--- config.mk ---
export PLATFORM = sky130hd
export DESIGN_NAME = gate_result_packer_flat
export DESIGN_NICKNAME = d
export VERILOG_FILES = /design/src/rtl/gate_pkg.sv /design/src/rtl/gate_result_packer_if.sv /design/src/rtl/gate_result_packer.sv /design/src/flat_wrapper.sv
export SDC_FILE = /design/constraint.sdc
export NUM_CORES = 1
export LEC_CHECK = 0
export ABC_AREA = 1
export CAP_MARGIN = 20
export CORE_MARGIN = 1.5
export CORE_UTILIZATION = 40
export CTS_CLUSTER_SIZE = 10
export DETAILED_ROUTE_END_ITERATION = 10
export PLACE_DENSITY = 0.64
export SLEW_MARGIN = 15
export SYNTH_ARGS = -nofsm -noshare
export SYNTH_HDL_FRONTEND = slang
export SYNTH_SLANG_ARGS = --single-unit
--- constraint.sdc ---
create_clock -name clk -period 2.1 [get_ports clk]
set_clock_uncertainty 0.1 [all_clocks]
set_input_delay 0.315 -clock clk [delete_from_list [all_inputs] [get_ports clk]]
set_output_delay 0.315 -clock clk [all_outputs]
set_load 0.02 [all_outputs]
--- src/rtl/gate_pkg.sv ---
// Shared definitions for the selectable N-input gate and the blocks that consume its results.
package gate_pkg;

    typedef logic [1:0] gate_sel_t;

    localparam gate_sel_t GATE_AND  = 2'b00;
    localparam gate_sel_t GATE_XOR  = 2'b01;
    localparam gate_sel_t GATE_XNOR = 2'b10;
    localparam gate_sel_t GATE_OR   = 2'b11;

    // Input width of the reference gate used when generating stimulus.
    localparam int GATE_N = 4;

    // Reference behaviour of the selectable gate over its GATE_N inputs.
    function automatic logic gate_eval(input logic [GATE_N-1:0] vec, input gate_sel_t sel);
        logic res;
        case (sel)
            GATE_AND:  res = &vec;
            GATE_XOR:  res = ^vec;
            GATE_XNOR: res = ~^vec;
            GATE_OR:   res = |vec;
            default:   res = 1'b0;
        endcase
        return res;
    endfunction

endpackage

--- src/rtl/gate_result_packer_if.sv ---
// Handshake bundle between the gate result producer, the packer and the word consumer.
interface gate_result_packer_if #(parameter int W = 8);
    import gate_pkg::*;

    localparam int LW = $clog2(W + 1);

    logic            in_valid;
    logic            in_ready;
    logic            in_bit;
    gate_sel_t       in_sel;
    logic            flush;
    logic            out_valid;
    logic            out_ready;
    logic [W-1:0]    out_word;
    logic [LW-1:0]   out_len;
    logic [LW-1:0]   out_ones;
    gate_sel_t       out_sel;
    logic            out_mixed;

    // Environment side: produces result bits and consumes packed words.
    modport master (
        output in_valid, in_bit, in_sel, flush, out_ready,
        input  in_ready, out_valid, out_word, out_len, out_ones, out_sel, out_mixed
    );

    // Packer side.
    modport slave (
        input  in_valid, in_bit, in_sel, flush, out_ready,
        output in_ready, out_valid, out_word, out_len, out_ones, out_sel, out_mixed
    );

endinterface

--- src/rtl/gate_result_packer.sv ---
// Packs consecutive gate result bits into words tagged with length, ones count and select info.
// One accumulator fills while the output register holds the previous word for the consumer.
module gate_result_packer
    import gate_pkg::*;
#(
    parameter int W = 8
) (
    input  logic                  clk,
    input  logic                  rst,
    gate_result_packer_if.slave   bus
);

    localparam int LW = $clog2(W + 1);

    logic [W-1:0]  acc_q,       acc_d;
    logic [LW-1:0] fill_q,      fill_d;
    logic [LW-1:0] ones_q,      ones_d;
    gate_sel_t     cur_sel_q,   cur_sel_d;
    logic          mixed_q,     mixed_d;
    logic          pend_q,      pend_d;

    logic          out_valid_q, out_valid_d;
    logic [W-1:0]  out_word_q,  out_word_d;
    logic [LW-1:0] out_len_q,   out_len_d;
    logic [LW-1:0] out_ones_q,  out_ones_d;
    gate_sel_t     out_sel_q,   out_sel_d;
    logic          out_mixed_q, out_mixed_d;

    logic          in_ready_s;
    logic          accept_s;
    logic          closing_s;
    logic          slot_free_s;

    // Ready depends only on held state; a full accumulator is always pending, so pend alone gates it in practice.
    assign in_ready_s = !rst && !pend_q && (fill_q < LW'(W));
    assign accept_s   = bus.in_valid && in_ready_s;

    // Next-state for the accumulator, the close/move decision and the output register.
    always_comb begin
        acc_d       = acc_q;
        fill_d      = fill_q;
        ones_d      = ones_q;
        cur_sel_d   = cur_sel_q;
        mixed_d     = mixed_q;
        pend_d      = pend_q;
        out_valid_d = out_valid_q;
        out_word_d  = out_word_q;
        out_len_d   = out_len_q;
        out_ones_d  = out_ones_q;
        out_sel_d   = out_sel_q;
        out_mixed_d = out_mixed_q;

        if (accept_s) begin
            for (int i = 0; i < W; i++) begin
                acc_d[i] = (LW'(i) == fill_q) ? bus.in_bit : acc_q[i];
            end
            fill_d = fill_q + LW'(1);
            ones_d = ones_q + {{(LW-1){1'b0}}, bus.in_bit};
            if (fill_q == '0) begin
                cur_sel_d = bus.in_sel;
                mixed_d   = 1'b0;
            end else begin
                mixed_d   = mixed_q | (bus.in_sel != cur_sel_q);
            end
        end else begin
            acc_d = acc_q;
        end

        // A flush counts the bit accepted in the same cycle; an already pending word ignores it.
        closing_s   = !pend_q && ((accept_s && (fill_q == LW'(W - 1))) ||
                                  (bus.flush && (fill_d != '0)));
        slot_free_s = !out_valid_q || bus.out_ready;

        if ((closing_s || pend_q) && slot_free_s) begin
            out_valid_d = 1'b1;
            out_word_d  = acc_d;
            out_len_d   = fill_d;
            out_ones_d  = ones_d;
            out_sel_d   = cur_sel_d;
            out_mixed_d = mixed_d;
            acc_d       = '0;
            fill_d      = '0;
            ones_d      = '0;
            cur_sel_d   = GATE_AND;
            mixed_d     = 1'b0;
            pend_d      = 1'b0;
        end else if (closing_s || pend_q) begin
            pend_d = 1'b1;
        end else if (out_valid_q && bus.out_ready) begin
            out_valid_d = 1'b0;
        end else begin
            out_valid_d = out_valid_q;
        end
    end

    // State registers with synchronous reset that discards any partial or held word.
    always_ff @(posedge clk) begin
        if (rst) begin
            acc_q       <= '0;
            fill_q      <= '0;
            ones_q      <= '0;
            cur_sel_q   <= GATE_AND;
            mixed_q     <= 1'b0;
            pend_q      <= 1'b0;
            out_valid_q <= 1'b0;
            out_word_q  <= '0;
            out_len_q   <= '0;
            out_ones_q  <= '0;
            out_sel_q   <= GATE_AND;
            out_mixed_q <= 1'b0;
        end else begin
            acc_q       <= acc_d;
            fill_q      <= fill_d;
            ones_q      <= ones_d;
            cur_sel_q   <= cur_sel_d;
            mixed_q     <= mixed_d;
            pend_q      <= pend_d;
            out_valid_q <= out_valid_d;
            out_word_q  <= out_word_d;
            out_len_q   <= out_len_d;
            out_ones_q  <= out_ones_d;
            out_sel_q   <= out_sel_d;
            out_mixed_q <= out_mixed_d;
        end
    end

    assign bus.in_ready  = in_ready_s;
    assign bus.out_valid = out_valid_q;
    assign bus.out_word  = out_word_q;
    assign bus.out_len   = out_len_q;
    assign bus.out_ones  = out_ones_q;
    assign bus.out_sel   = out_sel_q;
    assign bus.out_mixed = out_mixed_q;

endmodule

--- src/flat_wrapper.sv ---
// flat-port wrapper written by rule: the top's interface ports become plain ports
module gate_result_packer_flat import gate_pkg::*;
#(
    parameter int W = 8
)
  (clk, rst, bus_in_valid, bus_in_bit, bus_in_sel, bus_flush, bus_out_ready, bus_in_ready, bus_out_valid, bus_out_word, bus_out_len, bus_out_ones, bus_out_sel, bus_out_mixed);
  gate_result_packer_if #(.W(W)) bus_i ();
  input  logic clk;
  input  logic rst;
  input wire logic [$bits(bus_i.in_valid)-1:0] bus_in_valid;
  input wire logic [$bits(bus_i.in_bit)-1:0] bus_in_bit;
  input wire logic [$bits(bus_i.in_sel)-1:0] bus_in_sel;
  input wire logic [$bits(bus_i.flush)-1:0] bus_flush;
  input wire logic [$bits(bus_i.out_ready)-1:0] bus_out_ready;
  output wire logic [$bits(bus_i.in_ready)-1:0] bus_in_ready;
  output wire logic [$bits(bus_i.out_valid)-1:0] bus_out_valid;
  output wire logic [$bits(bus_i.out_word)-1:0] bus_out_word;
  output wire logic [$bits(bus_i.out_len)-1:0] bus_out_len;
  output wire logic [$bits(bus_i.out_ones)-1:0] bus_out_ones;
  output wire logic [$bits(bus_i.out_sel)-1:0] bus_out_sel;
  output wire logic [$bits(bus_i.out_mixed)-1:0] bus_out_mixed;
  assign bus_i.in_valid = bus_in_valid;
  assign bus_i.in_bit = bus_in_bit;
  assign bus_i.in_sel = bus_in_sel;
  assign bus_i.flush = bus_flush;
  assign bus_i.out_ready = bus_out_ready;
  assign bus_in_ready = bus_i.in_ready;
  assign bus_out_valid = bus_i.out_valid;
  assign bus_out_word = bus_i.out_word;
  assign bus_out_len = bus_i.out_len;
  assign bus_out_ones = bus_i.out_ones;
  assign bus_out_sel = bus_i.out_sel;
  assign bus_out_mixed = bus_i.out_mixed;
  gate_result_packer #(.W(W)) u_core (.clk(clk), .rst(rst), .bus(bus_i));
endmodule
==> reports/results.txt <==
post-route DRC violation count: 0
post-CTS setup buffer count: 0
CTS tree: yes
DRT iter0 DRCs: 73
Post-Place Cells: 339
Max Fclk: 516 MHz
Vias/cell: 4.78
H-tree Lvls: 2
chip width: 70.4 um
Overflow after GRT: 0
die footprint: 4960 um^2
post-DR wirelength/cell: 11.1 um
YS warnings: 0
Top cell by count, worst path: nand2_1
GRT Max-Usage Layer: met2
Port Buffer Count: 28
Max-Cap Viols: 0
number of global-route vias before repair: 1,524
Routability Congestion: 0.819
Critical Path, Cell by Cell: inv_1 > ha_1 > inv_1 > nand4_1 > nand2_1 > nand2_1 > inv_1 > nand2_1 > nand2_1 > nand2_2 > nand2_2 > nand2_2 > buf_12 > nor2_1
Final Critical Period: 1.94 ns
die height: 70.4 um
via count: 1,646
syn nets: 261
GR Util met2: 27.5%
Clock Sinks: 40
slowest stage delay, CP: 0.37 ns
flops & latches, synth: 40
root buffer cell: clkbuf_8
first-pass GRT wire length: 6.67 mm
overall routed net length: 3.80 mm
Placeable Area: 4350 um^2
Pre-antenna DRT Iters: 4
Leakage: 1.06 nW
Setup crit end kind: flip-flop
# IOs: 29
RSZ-0062 raised after global routing: no
Avg Cell Area, Syn: 7.36 um^2
Worst-Margin Slew: 0.385 ns
mapped cell area: 1820 um^2
final setup violation count: 0
All-Layer GR Usage: 16.4%
slowest CP cell: dfxtp_2
Critical Path Start Type: flip-flop
Layout area overhead: 31.4%
fin util: 54.8%
Netlist cell types: 26
antenna cells: 0
crit share post-route: 92.3%
cell count after synthesis: 247
Slew headroom: 74.3%
worst vdd ir: 0.521 mV
Seq/Total Area, Yosys: 44.1%
status: finished clean
met1 Use GR: 21.6%
initial core utilization: 41.7%
met3 Resource Use GR: 3.46%
largest fanout on the critical path: 15
Final nets: 308
final hold violation count: 0
HP Class: reg2reg
Worst-path clk slew: 0.07 ns
row count: 24
cts bufs inserted: 5
Clock Latency Late Sink: 0.28 ns
antenna-violating nets left: 0
PwrDens: 829 nW/um^2
Pins Over Slew Limit: 0
DP HPWL: 2.79 mm
Arr. time, crit path: 2.05 ns
Post-Layout Cell Count: 344
Req. time, crit path: 2.22 ns
largest net degree at the start of global routing: 32
layout cell share with drive strength beyond 1: 14.4%
antenna violations before repair: 0
Crit Path Class: reg2reg
Clock Tree Buf Depth: 2
per-stage QoR:
stage	cell area, um^2	setup WS, ns	total power [mW]	TNS [ns]	hold WS [ns]
floorplan	1820	0.253	1.27	0	0.394
global placement	2310	-0.0426	1.54	-0.744	0.360
detailed placement	2310	-0.119	1.55	-2.63	0.368
CTS	2380	0.0567	1.99	0	0.387
global route	2390	0.00164	2.11	0	0.410
finish	2390	0.163	1.98	0	0.383
state kept, by name, summed over array words and instances (netlist names):
name	flops
u_core.acc_q	8
u_core.bus.out_word	8
u_core.bus.out_len	4
u_core.bus.out_ones	4
u_core.fill_q	4
u_core.ones_q	4
u_core.bus.out_sel	2
u_core.cur_sel_q	2
u_core.bus.out_mixed	1
u_core.bus.out_valid	1
u_core.mixed_q	1
u_core.pend_q	1
repair_timing:
item,in CTS,in global routing
resized for setup,0,3
endpoints found under the setup margin,0,39
hold buffers,0,0
logic make-up after synthesis:
family / count (synthesis) / synth area share (%)
and+or+nand+nor: 130 / 31.8
DFF: 40 / 44.1
buffers and inverters: 34 / 8.26
AOI/OAI and AO/OA: 31 / 8.68
adders and majority gates: 6 / 4.13
xor gates and xnor gates: 4 / 1.93
muxes: 2 / 1.10
critical path: cells and delay by family (launching register included):
kind	cells	cell delay (ns)
adder cells (fa/ha/maj)	1	0.29
buffers and inverters	4	0.34
flip-flops	1	0.37
AND/OR/NAND/NOR	9	0.78
cell usage in the layout, fill, tap and decap left out, types with 2 or more instances in the layout:
| cell | Yosys | layout |
|---|---|---|
| nor3_2 | 2 | 2 |
| xor2_1 | 3 | 3 |
| inv_2 | 2 | 2 |
| dfxtp_1 | 40 | 38 |
| a21oi_1 | 19 | 19 |
| ha_1 | 6 | 6 |
| clkdlybuf4s50_1 | 0 | 28 |
| nand2_2 | 3 | 3 |
| buf_12 | 0 | 3 |
| or2_2 | 2 | 2 |
| nand3_1 | 23 | 23 |
| nor3_1 | 6 | 6 |
| mux2i_1 | 2 | 2 |
| o21ai_0 | 10 | 10 |
| clkbuf_8 | 0 | 5 |
| buf_4 | 1 | 20 |
| dfxtp_2 | 0 | 2 |
| nand4_1 | 3 | 3 |
| nand2_1 | 43 | 43 |
| inv_1 | 20 | 20 |
| nor2_1 | 46 | 46 |
synth_stat cells:
cell type   n  area share (%)
clkbuf_1    3            0.62
nor2_1     46             9.5
nor2_4      1            0.62
buf_6       2             1.2
mux2i_1     2             1.1
o21ai_0    10             2.8
buf_4       1            0.41
xnor2_1     1            0.48
inv_1      20             4.1
o21bai_1    1            0.41
nand2_1    43             8.9
nand4_1     3             1.0
nand3_4     1            0.96
buf_1       3            0.62
inv_2       2            0.41
nand3_1    23             6.3
or2_2       2            0.69
buf_2       3            0.83
a21oi_1    19             5.2
ha_1        6             4.1
o21ai_1     1            0.28
dfxtp_1    40              44
nand2_2     3             1.0
nor3_1      6             1.7
xor2_1      3             1.4
nor3_2      2             1.1
per-layer routing:
metal	wire length (um)	vias up
li1	-	878
met1	1880	731
met2	1760	32
met3	136	5
met4	27	0
met5	0	-
worst paths after layout:
check | slack, ns | from | cells after the start | end
worst max register to register | 0.16 | u_core.fill_q[0] | 14 | u_core.acc_q[0]
worst min-delay path | 0.38 | u_core.bus.out_ones[2] | 2 | u_core.bus.out_ones[2]
worst min register to register | 0.38 | u_core.bus.out_ones[2] | 2 | u_core.bus.out_ones[2]
worst max-delay path | 0.16 | u_core.fill_q[0] | 14 | u_core.acc_q[0]
where the power goes:
group / switching (mW) / internal [mW] / leakage [nW] / total (mW)
combinational: 0.340 / 0.311 / 0.699 / 0.651
sequential: 0.0431 / 0.839 / 0.328 / 0.882
clock: 0.233 / 0.214 / 0.0359 / 0.447
total: 0.616 / 1.36 / 1.06 / 1.98
final cells by class:
type | count | area, um^2
tap | 52 | 65.1
inverter | 22 | 82.6
clock buffer | 5 | 68.8
fill | 443 | 1970
sequential | 40 | 803
multi-input combinational | 173 | 866
timing repair buffer | 52 | 502
Note: power is estimated with default switching activity, not from simulation.
